[src/rtl/abcd_pulse_seq_if.sv]
// abcd_pulse_seq_if
// Bundle between the command decoder (master) and the ABCD pulse sequencer (slave).
// master drives: en, the four channel delays, duty_cycle, sub_clk_feq, sub_clk_scl.
// master receives: out_a..out_d, period_start, busy.
interface abcd_pulse_seq_if #(
   parameter int CW = 16
);
   logic          en;
   logic [CW-1:0] delay_set_a;
   logic [CW-1:0] delay_set_b;
   logic [CW-1:0] delay_set_c;
   logic [CW-1:0] delay_set_d;
   logic [CW-1:0] duty_cycle;
   logic [CW-1:0] sub_clk_feq;
   logic [CW-1:0] sub_clk_scl;
   logic          out_a;
   logic          out_b;
   logic          out_c;
   logic          out_d;
   logic          period_start;
   logic          busy;

   modport master (
      output en, delay_set_a, delay_set_b, delay_set_c, delay_set_d,
             duty_cycle, sub_clk_feq, sub_clk_scl,
      input  out_a, out_b, out_c, out_d, period_start, busy
   );

   modport slave (
      input  en, delay_set_a, delay_set_b, delay_set_c, delay_set_d,
             duty_cycle, sub_clk_feq, sub_clk_scl,
      output out_a, out_b, out_c, out_d, period_start, busy
   );
endinterface

[src/rtl/abcd_pulse_seq.sv]
// abcd_pulse_seq
// Four-channel periodic pulse generator. A prescaler divides clk into ticks, a
// phase counter counts ticks over one period, and each channel is high while
// the phase lies inside [delay, delay+duty). Configuration is shadowed at LOAD
// and at every period wrap so mid-period register writes cannot glitch pulses.
// Ports:
//   clk   system clock
//   rstn  synchronous active-low reset
//   bus   slave side of abcd_pulse_seq_if (en + config words in, pulses out)
//
// state | meaning
// ------+-------------------------------------------------------------
// IDLE  | stopped, outputs low, counters at 0; waits for en
// LOAD  | one clk: capture shadows, zero counters, flag period_start
// RUN   | sequencing; shadows reloaded at every wrap
// STOP  | en dropped; finish the current period, then return to IDLE
module abcd_pulse_seq #(
   parameter int CW = 16
) (
   input  logic             clk,
   input  logic             rstn,
   abcd_pulse_seq_if.slave  bus
);
   localparam logic [1:0] S_IDLE = 2'd0;
   localparam logic [1:0] S_LOAD = 2'd1;
   localparam logic [1:0] S_RUN  = 2'd2;
   localparam logic [1:0] S_STOP = 2'd3;

   localparam logic [CW-1:0] ONE = CW'(1);

   logic [1:0]    state, state_nx;
   logic [CW-1:0] pre_cnt, pre_nx;
   logic [CW-1:0] ph, ph_nx;
   logic [CW-1:0] da_sh, db_sh, dc_sh, dd_sh;
   logic [CW-1:0] duty_sh, feq_sh, scl_sh;
   logic [CW-1:0] scl_eff, feq_eff;
   logic          tick, wrap, reload, ps_nx, running;

   // Window never wraps into the next period because ph stays below feq_eff.
   function automatic logic in_win(input logic [CW-1:0] p, input logic [CW-1:0] d,
                                   input logic [CW-1:0] w);
      return (p >= d) && ((p - d) < w);
   endfunction

   always_comb begin
      scl_eff  = (scl_sh == '0) ? ONE : scl_sh;
      feq_eff  = (feq_sh == '0) ? ONE : feq_sh;
      tick     = (pre_cnt == (scl_eff - ONE));
      wrap     = tick && (ph == (feq_eff - ONE));
      running  = (state == S_RUN) || (state == S_STOP);
      state_nx = state;
      pre_nx   = pre_cnt;
      ph_nx    = ph;
      reload   = 1'b0;
      ps_nx    = 1'b0;
      case (state)
         S_IDLE: begin
            pre_nx = '0;
            ph_nx  = '0;
            if (bus.en) state_nx = S_LOAD;
         end
         S_LOAD: begin
            pre_nx   = '0;
            ph_nx    = '0;
            reload   = 1'b1;
            ps_nx    = 1'b1;
            state_nx = S_RUN;
         end
         S_RUN, S_STOP: begin
            pre_nx = tick ? '0 : pre_cnt + ONE;
            if (tick) ph_nx = wrap ? '0 : ph + ONE;
            if (state == S_RUN)
               state_nx = bus.en ? S_RUN : S_STOP;
            else if (bus.en)
               state_nx = S_RUN;
            else if (wrap)
               state_nx = S_IDLE;
            // A wrap in STOP with en back high behaves like a RUN wrap.
            if (wrap && ((state == S_RUN) || bus.en)) begin
               reload = 1'b1;
               ps_nx  = 1'b1;
            end
         end
         default: state_nx = S_IDLE;
      endcase
   end

   always_ff @(posedge clk) begin
      if (!rstn) begin
         state            <= S_IDLE;
         pre_cnt          <= '0;
         ph               <= '0;
         da_sh            <= '0;
         db_sh            <= '0;
         dc_sh            <= '0;
         dd_sh            <= '0;
         duty_sh          <= '0;
         feq_sh           <= '0;
         scl_sh           <= '0;
         bus.out_a        <= 1'b0;
         bus.out_b        <= 1'b0;
         bus.out_c        <= 1'b0;
         bus.out_d        <= 1'b0;
         bus.period_start <= 1'b0;
         bus.busy         <= 1'b0;
      end else begin
         state   <= state_nx;
         pre_cnt <= pre_nx;
         ph      <= ph_nx;
         if (reload) begin
            da_sh   <= bus.delay_set_a;
            db_sh   <= bus.delay_set_b;
            dc_sh   <= bus.delay_set_c;
            dd_sh   <= bus.delay_set_d;
            duty_sh <= bus.duty_cycle;
            feq_sh  <= bus.sub_clk_feq;
            scl_sh  <= bus.sub_clk_scl;
         end
         // Decode uses the shadows of the period ph belongs to (pre-reload).
         bus.out_a        <= running && in_win(ph, da_sh, duty_sh);
         bus.out_b        <= running && in_win(ph, db_sh, duty_sh);
         bus.out_c        <= running && in_win(ph, dc_sh, duty_sh);
         bus.out_d        <= running && in_win(ph, dd_sh, duty_sh);
         bus.period_start <= ps_nx;
         bus.busy         <= (state_nx != S_IDLE);
      end
   end
endmodule

[src/flat_wrapper.sv]
// flat-port wrapper written by rule: the top's interface ports become plain ports
module abcd_pulse_seq_flat 
#(
   parameter int CW = 16
)
  (clk, rstn, bus_en, bus_delay_set_a, bus_delay_set_b, bus_delay_set_c, bus_delay_set_d, bus_duty_cycle, bus_sub_clk_feq, bus_sub_clk_scl, bus_out_a, bus_out_b, bus_out_c, bus_out_d, bus_period_start, bus_busy);
  abcd_pulse_seq_if #(.CW(CW)) bus_i ();
  input  logic clk;
  input  logic rstn;
  input wire logic [$bits(bus_i.en)-1:0] bus_en;
  input wire logic [$bits(bus_i.delay_set_a)-1:0] bus_delay_set_a;
  input wire logic [$bits(bus_i.delay_set_b)-1:0] bus_delay_set_b;
  input wire logic [$bits(bus_i.delay_set_c)-1:0] bus_delay_set_c;
  input wire logic [$bits(bus_i.delay_set_d)-1:0] bus_delay_set_d;
  input wire logic [$bits(bus_i.duty_cycle)-1:0] bus_duty_cycle;
  input wire logic [$bits(bus_i.sub_clk_feq)-1:0] bus_sub_clk_feq;
  input wire logic [$bits(bus_i.sub_clk_scl)-1:0] bus_sub_clk_scl;
  output wire logic [$bits(bus_i.out_a)-1:0] bus_out_a;
  output wire logic [$bits(bus_i.out_b)-1:0] bus_out_b;
  output wire logic [$bits(bus_i.out_c)-1:0] bus_out_c;
  output wire logic [$bits(bus_i.out_d)-1:0] bus_out_d;
  output wire logic [$bits(bus_i.period_start)-1:0] bus_period_start;
  output wire logic [$bits(bus_i.busy)-1:0] bus_busy;
  assign bus_i.en = bus_en;
  assign bus_i.delay_set_a = bus_delay_set_a;
  assign bus_i.delay_set_b = bus_delay_set_b;
  assign bus_i.delay_set_c = bus_delay_set_c;
  assign bus_i.delay_set_d = bus_delay_set_d;
  assign bus_i.duty_cycle = bus_duty_cycle;
  assign bus_i.sub_clk_feq = bus_sub_clk_feq;
  assign bus_i.sub_clk_scl = bus_sub_clk_scl;
  assign bus_out_a = bus_i.out_a;
  assign bus_out_b = bus_i.out_b;
  assign bus_out_c = bus_i.out_c;
  assign bus_out_d = bus_i.out_d;
  assign bus_period_start = bus_i.period_start;
  assign bus_busy = bus_i.busy;
  abcd_pulse_seq #(.CW(CW)) u_core (.clk(clk), .rstn(rstn), .bus(bus_i));
endmodule
[config.mk]
export PLATFORM = sky130hd
export DESIGN_NAME = abcd_pulse_seq_flat
export DESIGN_NICKNAME = d
export VERILOG_FILES = /design/src/rtl/abcd_pulse_seq_if.sv /design/src/rtl/abcd_pulse_seq.sv /design/src/flat_wrapper.sv
export SDC_FILE = /design/constraint.sdc
export NUM_CORES = 1
export LEC_CHECK = 0
export ABC_AREA = 1
export CAP_MARGIN = 15
export CORE_AREA = 8 8 191 193
export DETAILED_ROUTE_END_ITERATION = 8
export DIE_AREA = 0 0 199 201
export PLACE_DENSITY = 0.56
export SLEW_MARGIN = 20
export SYNTH_ARGS = -nofsm -noshare
export SYNTH_HDL_FRONTEND = slang
export SYNTH_SLANG_ARGS = --single-unit
[constraint.sdc]
create_clock -name clk -period 5.81 [get_ports clk]
set_input_delay 0.8715 -clock clk [delete_from_list [all_inputs] [get_ports clk]]
set_output_delay 0.8715 -clock clk [all_outputs]
set_load 0.03 [all_outputs]
# [Word-level counts from Yosys, hierarchy flattened]
# Cells that the tools add are included.
[op_classes] addsub=8 magnitude_cmp=8 n_eq_ne=6 mux=15 reduce_logical=18
[op_table] op="two-way mux 16 bit" n=5
[op_table] op="greater-or-equal comparator 16 bit" n=4
[op_table] op="< comparator 16 bit" n=4
[op_table] op="one-hot mux 16 bit (2 select lines)" n=2
[op_table] op="subtractor 16 bit" n=4
[op_table] op="adder 16 x 1 -> 16 bit (second input constant)" n=2
[op_table] op="== test 16 bit" n=2
[op_table] op="zero test 16 bit" n=2
[op_table] op="subtractor 16 x 1 -> 16 bit (second input constant)" n=2
[op_table] op="logical AND 1 bit" n=10
[op_table] op="two-way mux 2 bit" n=4
[op_table] op="one-hot mux 2 bit (3 select lines)" n=1
[op_table] op="== test 2 bit (second input constant)" n=2
[op_table] op="OR reduction 2 bit" n=2
[op_table] op="== test 2 x 1 -> 1 bit (second input constant)" n=1
[op_table] op="zero test 2 bit" n=1
[op_table] op="logical OR 1 bit" n=2
[op_table] op="two-way mux 1 bit" n=2
[op_table] op="!= test 2 x 1 -> 1 bit (second input constant)" n=1
[op_table] op="one-hot mux 1 bit (2 select lines)" n=1
[op_table] op="nonzero test 2 bit" n=1
[word_totals] reg_bits=152 inputBits=115 wordCells=71

# [Logic depth before layout (Yosys ltp)]
# Gate-level depths: netlist of run 1.
[depth] depth_word=10 depth_mapped=25

# [Least setup slack after synthesis of run 1]
# OpenSTA, ideal clock, no wires.
[synth_path] kind="flip-flop to flip-flop" startpoint="register u_core.ph[1]" endpoint="register u_core.bus.out_c" setup_ps=66 arrival_ps=2954 required_time_ps=5744 slack_ps=2790 path_stages_with_launch=18 period_less_slack_ps=3020 path_cell_list="dfxtp_1 -> ha_1 -> nand3_1 -> nand2_1 -> a21oi_1 -> o21ai_0 -> a21boi_0 -> o21ai_0 -> nand2_1 -> nand2_1 -> a21oi_1 -> xor2_1 -> ha_1 -> a21oi_1 -> o221ai_1 -> a21oi_1 -> nand3_1 -> nor2_1"
[synth_between] elab_chain_len=4 word_cells_on_any_way=5 classes_between="add/sub (1); order compare (2); reduce/logical (2)"
[synth_lines] element="start: declaration" line_no="abcd_pulse_seq.sv:33" source="logic [CW-1:0] ph, ph_nx;"
[synth_lines] element="start signal: assignment" line_no="abcd_pulse_seq.sv:109" source="ph <= ph_nx;"
[synth_lines] element="subtractor 16 bit" line_no="abcd_pulse_seq.sv:42" source="return (p >= d) && ((p - d) < w);"
[synth_lines] element="< comparator 16 bit" line_no="abcd_pulse_seq.sv:42"
[synth_lines] element="logical AND 1 bit (*)" line_no="abcd_pulse_seq.sv:42"
[synth_lines] element="logical AND 1 bit (*)" line_no="abcd_pulse_seq.sv:122" source="bus.out_c <= running && in_win(ph, dc_sh, duty_sh);"
[synth_lines] element="end signal: assignment" line_no="abcd_pulse_seq.sv:122"
[synth_lines] element="end: declaration" line_no="abcd_pulse_seq_if.sv:32" source="output out_a, out_b, out_c, out_d, period_start, busy"
# Every way passes the cells marked *; elsewhere a longest branch is shown, timed or not.
# A chain may end at the register's enable or synchronous reset.

# [Final worst setup path of run 1]
[layout_path] startpoint="register u_core.feq_sh[0]" endpoint="register u_core.duty_sh[13]"
[layout_between] elab_chain_len=8
[layout_lines] element="start: declaration" line_no="abcd_pulse_seq.sv:35" source="logic [CW-1:0] duty_sh, feq_sh, scl_sh;"
[layout_lines] element="start signal: assignment" line_no="abcd_pulse_seq.sv:116" source="feq_sh <= bus.sub_clk_feq;"
[layout_lines] element="zero test 16 bit" line_no="abcd_pulse_seq.sv:47" source="feq_eff = (feq_sh == '0) ? ONE : feq_sh;"
[layout_lines] element="two-way mux 16 bit (*)" line_no="abcd_pulse_seq.sv:47"
[layout_lines] element="subtractor 16 x 1 -> 16 bit (*)" line_no="abcd_pulse_seq.sv:49" source="wrap = tick && (ph == (feq_eff - ONE));"
[layout_lines] element="== test 16 bit (*)" line_no="abcd_pulse_seq.sv:49"
[layout_lines] element="logical AND 1 bit (*)" line_no="abcd_pulse_seq.sv:49"
[layout_lines] element="logical AND 1 bit (*)" line_no="abcd_pulse_seq.sv:79" source="if (wrap && ((state == S_RUN) || bus.en)) begin"
[layout_lines] element="two-way mux 1 bit (*)" line_no="abcd_pulse_seq.sv:79"
[layout_lines] element="one-hot mux 1 bit (2 select lines) (*)" line_no="abcd_pulse_seq.sv:56" source="case (state)"
[layout_lines] element="end signal: assignment" line_no="abcd_pulse_seq.sv:115" source="duty_sh <= bus.duty_cycle;"
[layout_lines] element="end: declaration" line_no="abcd_pulse_seq.sv:35"
# Marked as above.

==> out/results.md, run 1 <==
| Item | This run |
|:---|:---|
| Status | complete, no violations |
| Clock tree root driver cell | sky130_fd_sc_hd__clkbuf_16 |
| Source of the worst hold timing path | u_core.duty_sh[1]$_SDFFE_PN0P_ |
| Worst Clk Skew | 9.98 ps |
| Part of the total power dissipated in sequential elements | 29.6% |
| FF-to-FF setup slack | 1670 ps |
| Non-Filler Instances | 2443 |
| Detailed Route WL | 37100 µm |
| Most used cell, CP | sky130_fd_sc_hd__nand2_1 |
| Lkg Pwr | 6.95 nW |
| Critical path data arrival time | 4480 ps |
| R2r startpoint | u_core.feq_sh[0]$_SDFFE_PN0P_ |
| Fmax achieved | 241 MHz |
| Aggregate global routing overflow | 0 |
| Critical path start-end classification | reg -> reg |
| Kind of path behind the tightest hold check | reg -> reg |
| Area of placed instances | 0.0139 mm² |
| Element type at the critical path start | flop |
| Standard cell with the maximum stage delay on the critical path | sky130_fd_sc_hd__nand2_8 |
| Post-CTS setup buffers | 0 |
| Required time reported for the critical path endpoint | 6140 ps |
| Nets@finish | 2229 |
| Flop and latch count out of synthesis | 152 |
| Number of antenna violations at the first check in global routing | 0 |
| Maximum number of pins on one net before global-route repair | 131 |
| Placer Congestion | 0.933 |
| Die boundary height | 201 µm |
| Cell count after placement | 2411 |
| Number of hold-slack violations in the final timing report | 0 |
| Slew Viols, Final | 0 |
| Number of nets with antenna violations after detailed routing | 0 |
| Area grow syn2layout | 16.6% |
| Most frequent cells in the layout | sky130_fd_sc_hd__nand2_1, sky130_fd_sc_hd__inv_1, sky130_fd_sc_hd__nor2_1 |
| Register clock-pin slew on the reported worst setup and hold paths | 70 ps |
| Count of different cell masters after synthesis | 50 |
| Share of layout cells above drive strength 1 | 4.11% |
| Unrepaired setup endpoints after global routing | false |
| Worst hold path endpoint | u_core.duty_sh[1]$_SDFFE_PN0P_ |
| Family of cells with the greatest summed delay on the critical path | simple AND/OR/NAND/NOR gates |
| Transition time at the pin with the least slew margin | 934 ps |
| Final number of setup-violating endpoints | 0 |
| Critical Path Fanout Max | 108 |
| Synthesized Nets | 2148 |
| Commonest non-fill, non-tap cell in the layout | sky130_fd_sc_hd__nand2_1 |
| P_int | 0.00254 W |
| Starting density of the core | 37.4% |
| Global-route wire length before repair | 60300 µm |
| Input/output buffers | 120 |
| Post-Route Hold Slack | 480 ps |
| Sw Share | 39.9% |
| Filler cells | 3590 |
| Worst max-slew margin expressed relative to the limit | 37.7% |
| Core Footprint | 0.0333 mm² |
| Cell row count | 67 |
| Worst Path Buf+Inv | 4 |
| Clock group share of total power | 27.7% |
| Sequential share of the synthesized area | 24.4% |
| Minimum clock period after layout | 4140 ps |
| I/O Pins | 121 |
| Final critical-path setup slack | 1670 ps |
| Pre-CTS setup slack | 1690 ps |
| TritonCTS clock tree | yes |
| DIE WIDTH | 199 µm |
| YS warnings | 0 |
| Net load switching power | 0.00168 W |
| Initial DRC count | 815 |
| Vias in the first global route | 11500 |
| Hold bufs inserted after CTS | 0 |
| First-pass iteration count of the detailed router | 6 |
| Share of async-settable or async-resettable flops after synthesis | 0% |
| Peak per-stage delay on the critical path | 570 ps |
| Worst supply voltage drop on vdd | 0.200 mV |
| Estimated wirelength of the detail-placed design | 27400 µm |
| End of the worst register-to-register path | u_core.duty_sh[13]$_SDFFE_PN0P_ |
| Synth Cell Area | 0.0125 mm² |
| Max cap viols | 0 |
| Number of H-tree branching levels | 4 |
| Number of gates resized after CTS | 0 |
| Hold Path Cell Cnt | 2 |
| Part of the total power dissipated in combinational logic | 42.7% |
| Overall die area | 0.0400 mm² |
| Layout Cell Area excl Fill | 0.0145 mm² |
| Maximum clock path buffer count | 2 |
| Skew-Pair Late Insertion Delay | 440 ps |
| Setup_tns | 0 ps |
| Vias post-DR | 12000 |
| Synth Instances | 1901 |
| Post-synth EDFFs | 0 |
| Clock buffers created by TritonCTS | 17 |
| Power per cell area | 290 mW/mm² |
| Detailed-route wire length per cell | 15.2 µm |
| Number of cells on the worst reg-to-reg path | 20 |
| Clk sink count | 152 |
| Type of element capturing the critical path | flop |
| Antenna cells | 0 |
| CP cell instances | inv_1 -> nand3b_1 -> nor2_2 -> nand3_1 -> nand2_1 -> inv_1 -> ha_1 -> nand2_1 -> inv_1 -> nand2_1 -> xor2_1 -> xor2_1 -> nand3_1 -> nor2_1 -> nand4_4 -> nand2_8 -> buf_4 -> nand3_1 -> nand2_1 -> nor2_1 |
| Top_reg_cell synth | sky130_fd_sc_hd__dfxtp_1 |
| Synthesized area per cell | 6.55 µm² |
| Share of the clock period used by the worst path after layout | 71.3% |
| Tot GR Track Use | 18.6% |
| Routed vias/inst | 4.92 |
| Post-detailed-route DRC marker count | 0 |
## sequential cells by signal, summed over array words and instances (netlist names)
name                     count
u_core.duty_sh              16
u_core.dc_sh                16
u_core.bus.out_b             1
u_core.bus.period_start      1
u_core.pre_cnt              16
u_core.dd_sh                16
u_core.bus.out_c             1
u_core.state                 2
u_core.db_sh                16
u_core.scl_sh               16
u_core.bus.out_a             1
u_core.bus.busy              1
u_core.da_sh                16
u_core.bus.out_d             1
u_core.feq_sh               16
u_core.ph                   16
## cells in the mapped netlist (6+ instances only)
cell type                  instances  area [µm²]
sky130_fd_sc_hd__clkbuf_1         26        97.6
sky130_fd_sc_hd__a211oi_1          8        60.1
sky130_fd_sc_hd__a21oi_2          20         175
sky130_fd_sc_hd__nand2_1         346        1300
sky130_fd_sc_hd__o21ai_0          42         210
sky130_fd_sc_hd__a21oi_1         198         991
sky130_fd_sc_hd__xnor2_1          26         228
sky130_fd_sc_hd__buf_2            10        50.1
sky130_fd_sc_hd__xor2_1           70         613
sky130_fd_sc_hd__buf_1            12        45.0
sky130_fd_sc_hd__nand3_1         174         871
sky130_fd_sc_hd__nor3_1           25         125
sky130_fd_sc_hd__nor2_2            6        37.5
sky130_fd_sc_hd__nand3b_1          7        52.6
sky130_fd_sc_hd__ha_1            128        1600
sky130_fd_sc_hd__nand4_1          31         194
sky130_fd_sc_hd__inv_1           310        1160
sky130_fd_sc_hd__nor2_1          235         882
sky130_fd_sc_hd__buf_6            12         135
sky130_fd_sc_hd__dfxtp_1         152        3040
## worst register-to-register path, cell delays in order (launching register included)
cell and delay, ps:
sky130_fd_sc_hd__dfxtp_1 310, sky130_fd_sc_hd__inv_1 120, sky130_fd_sc_hd__nand3b_1 130, sky130_fd_sc_hd__nor2_2 220, sky130_fd_sc_hd__nand3_1 200, sky130_fd_sc_hd__nand2_1 140
sky130_fd_sc_hd__inv_1 70, sky130_fd_sc_hd__ha_1 230, sky130_fd_sc_hd__nand2_1 190, sky130_fd_sc_hd__inv_1 90, sky130_fd_sc_hd__nand2_1 70, sky130_fd_sc_hd__xor2_1 240
sky130_fd_sc_hd__xor2_1 220, sky130_fd_sc_hd__nand3_1 110, sky130_fd_sc_hd__nor2_1 190, sky130_fd_sc_hd__nand4_4 220, sky130_fd_sc_hd__nand2_8 570, sky130_fd_sc_hd__buf_4 400
sky130_fd_sc_hd__nand3_1 160, sky130_fd_sc_hd__nand2_1 140, sky130_fd_sc_hd__nor2_1 50
## kinds of logic after synthesis
kind of cell | count (synthesis) | share of synthesized area [%]
AO/OA/AOI/OAI | 290 | 12.9
XOR/XNOR | 98 | 7.11
adder cells (fa/ha/maj) | 132 | 13.5
buffers and inverters | 380 | 12.5
flip-flops | 152 | 24.4
AND/OR/NAND/NOR | 849 | 29.5
## metrics by stage
| step | total power (W) | utilization, % |
|---|---|---|
| finish | 0.00422 | 43.6 |
| global route | 0.00457 | 43.6 |
| CTS | 0.00425 | 43.6 |
| detailed placement | 0.00306 | 41.8 |
| global placement | 0.00303 | 41.8 |
| floorplan | 0.00262 | - |
## worst max-delay path by stage
stage | cells after the start | endpoint | slack, ps | from
5_1_grt | 20 | u_core.scl_sh[14]$_SDFFE_PN0P_ | 1260 | u_core.feq_sh[9]$_SDFFE_PN0P_
6_report | 20 | u_core.duty_sh[13]$_SDFFE_PN0P_ | 1670 | u_core.feq_sh[0]$_SDFFE_PN0P_
3_5_place_dp | 20 | u_core.duty_sh[13]$_SDFFE_PN0P_ | 1690 | u_core.feq_sh[0]$_SDFFE_PN0P_
2_1_floorplan | 17 | u_core.bus.out_c$_SDFF_PN0_ | 2790 | u_core.ph[1]$_SDFFE_PN0P_
4_1_cts | 20 | u_core.duty_sh[13]$_SDFFE_PN0P_ | 1670 | u_core.feq_sh[0]$_SDFFE_PN0P_
3_3_place_gp | 20 | u_core.duty_sh[13]$_SDFFE_PN0P_ | 1690 | u_core.feq_sh[0]$_SDFFE_PN0P_
## final cells by class
class | instances | area, µm² | area share, %
Tap cell | 448 | 561 | 3.86
Timing Repair Buffer | 127 | 1280 | 8.79
Multi-Input combinational cell | 1369 | 7860 | 54.1
Clock inverter | 14 | 160 | 1.10
Inverter | 315 | 1190 | 8.17
Sequential cell | 152 | 3040 | 20.9
Clock buffer | 18 | 439 | 3.02
## power groups by stage
stage	Combinational [W]	Clock (W)	Sequential (W)
after floorplan	0.00138	0	0.00124
final	0.00180	0.00117	0.00125
after CTS	0.00180	0.00120	0.00125
after global routing	0.00208	0.00124	0.00126
after global placement	0.00176	0	0.00127
after detailed placement	0.00179	0	0.00127
## routing by layer
metal | GRT usage (%) | part of all wire (%) | vias to the layer above
met5 | 0 | 0 | -
met4 | 6.41 | 2.3 | 0
met3 | 3.24 | 5.4 | 44
met2 | 28.6 | 42 | 294
met1 | 25.9 | 50 | 5387
li1 | - | - | 6296
No activity file was read; power rests on OpenSTA's default activity.
==> run 2: changes to the inputs <==
--- a/config.mk
+++ b/config.mk
@@ -10,7 +10,7 @@
 export CORE_AREA = 8 8 191 193
 export DETAILED_ROUTE_END_ITERATION = 8
 export DIE_AREA = 0 0 199 201
-export PLACE_DENSITY = 0.56
+export PLACE_DENSITY = 0.58
 export SLEW_MARGIN = 20
 export SYNTH_ARGS = -nofsm -noshare
 export SYNTH_HDL_FRONTEND = slang
==> constraint.sdc (replaced) <==
create_clock -name clk -period 3.8 [get_ports clk]
set_input_delay 0.57 -clock clk [delete_from_list [all_inputs] [get_ports clk]]
set_output_delay 0.57 -clock clk [all_outputs]
set_load 0.03 [all_outputs]
==> run 2 against run 1 <==
Die area unchanged; register-to-register slack got worse by 1500 ps; clock-buffer cell count unchanged; critical path depth decreased by 4; cell area increased by 3.4%; sequential share of layout area decreased by 0.68 points; clock power increased by 53%; worst hold slack improved by 2.4 ps; first-iteration DRC count increased by 3.1%; total power increased by 56%; fmax increased by 16%; critical endpoint is now u_core.bus.out_b$_SDFF_PN0_; largest power group unchanged.
==> out/results.md, run 2 (same netlist as run 1, synthesis figures left out) <==
| Item | This run |
|:---|:---|
| Status | complete, no violations |
| Beginning of the critical path | u_core.ph[4]$_SDFFE_PN0P_ |
| Antenna cells | 0 |
| Clock tree root driver cell | sky130_fd_sc_hd__clkbuf_16 |
| Number of H-tree branching levels | 4 |
| Slew Viols, Final | 0 |
| Share of layout cells above drive strength 1 | 6.65% |
| Layout Cell Area excl Fill | 0.0150 mm² |
| Worst Clk Skew | 16.0 ps |
| Required time reported for the critical path endpoint | 4180 ps |
| Placer Congestion | 0.918 |
| DIE WIDTH | 199 µm |
| Tot GR Track Use | 18.6% |
| Type of element capturing the critical path | flop |
| Element type at the critical path start | flop |
| Setup_tns | 0 ps |
| Clock buffers created by TritonCTS | 17 |
| Transition time at the pin with the least slew margin | 882 ps |
| Nets@finish | 2280 |
| Pre-CTS setup slack | 109 ps |
| Detailed-route wire length per cell | 15.1 µm |
| Maximum clock path buffer count | 2 |
| Input/output buffers | 120 |
| Unrepaired setup endpoints after global routing | false |
| Skew-Pair Late Insertion Delay | 450 ps |
| Filler cells | 3472 |
| Area grow syn2layout | 20.6% |
| Worst max-slew margin expressed relative to the limit | 41.1% |
| Detailed Route WL | 37700 µm |
| Cell row count | 67 |
| Maximum number of pins on one net before global-route repair | 79 |
| Aggregate global routing overflow | 0 |
| First-pass iteration count of the detailed router | 6 |
| Critical path start-end classification | reg -> reg |
| R2r startpoint | u_core.ph[4]$_SDFFE_PN0P_ |
| Lkg Pwr | 7.24 nW |
| Post-detailed-route DRC marker count | 0 |
| Number of nets with antenna violations after detailed routing | 0 |
| Max cap viols | 0 |
| Most frequent cells in the layout | sky130_fd_sc_hd__nand2_1, sky130_fd_sc_hd__inv_1, sky130_fd_sc_hd__nor2_1 |
| Critical path data arrival time | 3970 ps |
| Commonest non-fill, non-tap cell in the layout | sky130_fd_sc_hd__nand2_1 |
| Power per cell area | 439 mW/mm² |
| Kind of path behind the tightest hold check | reg -> reg |
| Vias post-DR | 12300 |
| Register clock-pin slew on the reported worst setup and hold paths | 70 ps |
| Clk sink count | 152 |
| Vias in the first global route | 11700 |
| FF-to-FF setup slack | 210 ps |
| End of the worst register-to-register path | u_core.bus.out_b$_SDFF_PN0_ |
| Overall die area | 0.0400 mm² |
| Final number of setup-violating endpoints | 0 |
| Final critical-path setup slack | 213 ps |
| Routed vias/inst | 4.92 |
| Share of the clock period used by the worst path after layout | 94.4% |
| I/O Pins | 121 |
| Core Footprint | 0.0333 mm² |
| Crit path capture | u_core.bus.out_b$_SDFF_PN0_ |
| Number of hold-slack violations in the final timing report | 0 |
| Estimated wirelength of the detail-placed design | 28700 µm |
| Fmax achieved | 279 MHz |
| Critical Path Fanout Max | 6 |
| Total power | 0.00659 W |
| Area of placed instances | 0.0143 mm² |
| TritonCTS clock tree | yes |
| Minimum clock period after layout | 3590 ps |
| Die boundary height | 201 µm |
| Initial DRC count | 840 |
| Global-route wire length before repair | 60500 µm |
| Number of cells on the worst reg-to-reg path | 16 |
| Number of antenna violations at the first check in global routing | 0 |
| Worst supply voltage drop on vdd | 0.327 mV |
| Starting density of the core | 37.4% |
==> run 2: per-layer routing <==
layer / track usage (%) / part of all wire (%)
met1: 25.9 / 49
met5: 0 / 0
met4: 5.77 / 2.6
met3: 3.13 / 5.5
met2: 28.8 / 43
==> run 2: power by group <==
| group | internal (W) | switching, W |
|---|---|---|
| clock network | 0.00101 | 0.000786 |
| registers | 0.00176 | 0.000148 |
| logic | 0.00120 | 0.00169 |
| total | 0.00397 | 0.00262 |
==> run 2: how the worst min path moves through the flow <==
stage | slack, ps | startpoint | to | cells past startpoint
2_1_floorplan | 450 | u_core.da_sh[10]$_SDFFE_PN0P_ | u_core.da_sh[10]$_SDFFE_PN0P_ | 2
3_3_place_gp | 460 | u_core.dc_sh[15]$_SDFFE_PN0P_ | u_core.dc_sh[15]$_SDFFE_PN0P_ | 2
3_5_place_dp | 470 | u_core.duty_sh[5]$_SDFFE_PN0P_ | u_core.duty_sh[5]$_SDFFE_PN0P_ | 2
4_1_cts | 490 | u_core.duty_sh[1]$_SDFFE_PN0P_ | u_core.duty_sh[1]$_SDFFE_PN0P_ | 2
5_1_grt | 510 | u_core.db_sh[6]$_SDFFE_PN0P_ | u_core.db_sh[6]$_SDFFE_PN0P_ | 2
6_report | 480 | u_core.duty_sh[1]$_SDFFE_PN0P_ | u_core.duty_sh[1]$_SDFFE_PN0P_ | 2
==> run 2: worst max-delay path, cell delays in order, from the launching register on <==
cell,delay (ps)
sky130_fd_sc_hd__dfxtp_1,640
sky130_fd_sc_hd__ha_1,360
sky130_fd_sc_hd__a21oi_1,150
sky130_fd_sc_hd__o21ai_0,90
sky130_fd_sc_hd__a21oi_1,210
sky130_fd_sc_hd__o21ai_0,160
sky130_fd_sc_hd__a21boi_0,290
sky130_fd_sc_hd__o21ai_0,160
sky130_fd_sc_hd__nand2_1,80
sky130_fd_sc_hd__nand2_1,50
sky130_fd_sc_hd__a21oi_1,190
sky130_fd_sc_hd__xor2_1,200
sky130_fd_sc_hd__ha_1,270
sky130_fd_sc_hd__a211oi_1,250
sky130_fd_sc_hd__o21ai_0,130
sky130_fd_sc_hd__nor3_1,160
sky130_fd_sc_hd__buf_4,140
==> run 2: final cells by class <==
type	count	area (µm²)	area share [%]
repair buffers	176	1730	11.5
clock inverters	14	164	1.09
well taps	448	561	3.73
multi-input cells	1371	7890	52.5
inverters	315	1190	7.91
clock buffers	18	439	2.92
flip-flops and latches	152	3040	20.3
==> run 2: what timing repair did <==
item                       4_1_cts  5_1_grt
buffers inserted                 0        4
hold buffers                     0        0
resized for setup                0        5
setup endpoints to repair        0      111
==> run 2: metrics by stage <==
| step | utilization [%] | hold slack [ps] | cells |
|---|---|---|---|
| 2_1_floorplan | - | 452 | 1901 |
| 3_3_place_gp | 43.1 | 463 | 2456 |
| 3_5_place_dp | 43.1 | 468 | 2456 |
| 4_1_cts | 44.9 | 486 | 2488 |
| 5_1_grt | 45.1 | 508 | 2494 |
| 6_report | 45.1 | 482 | 2494 |
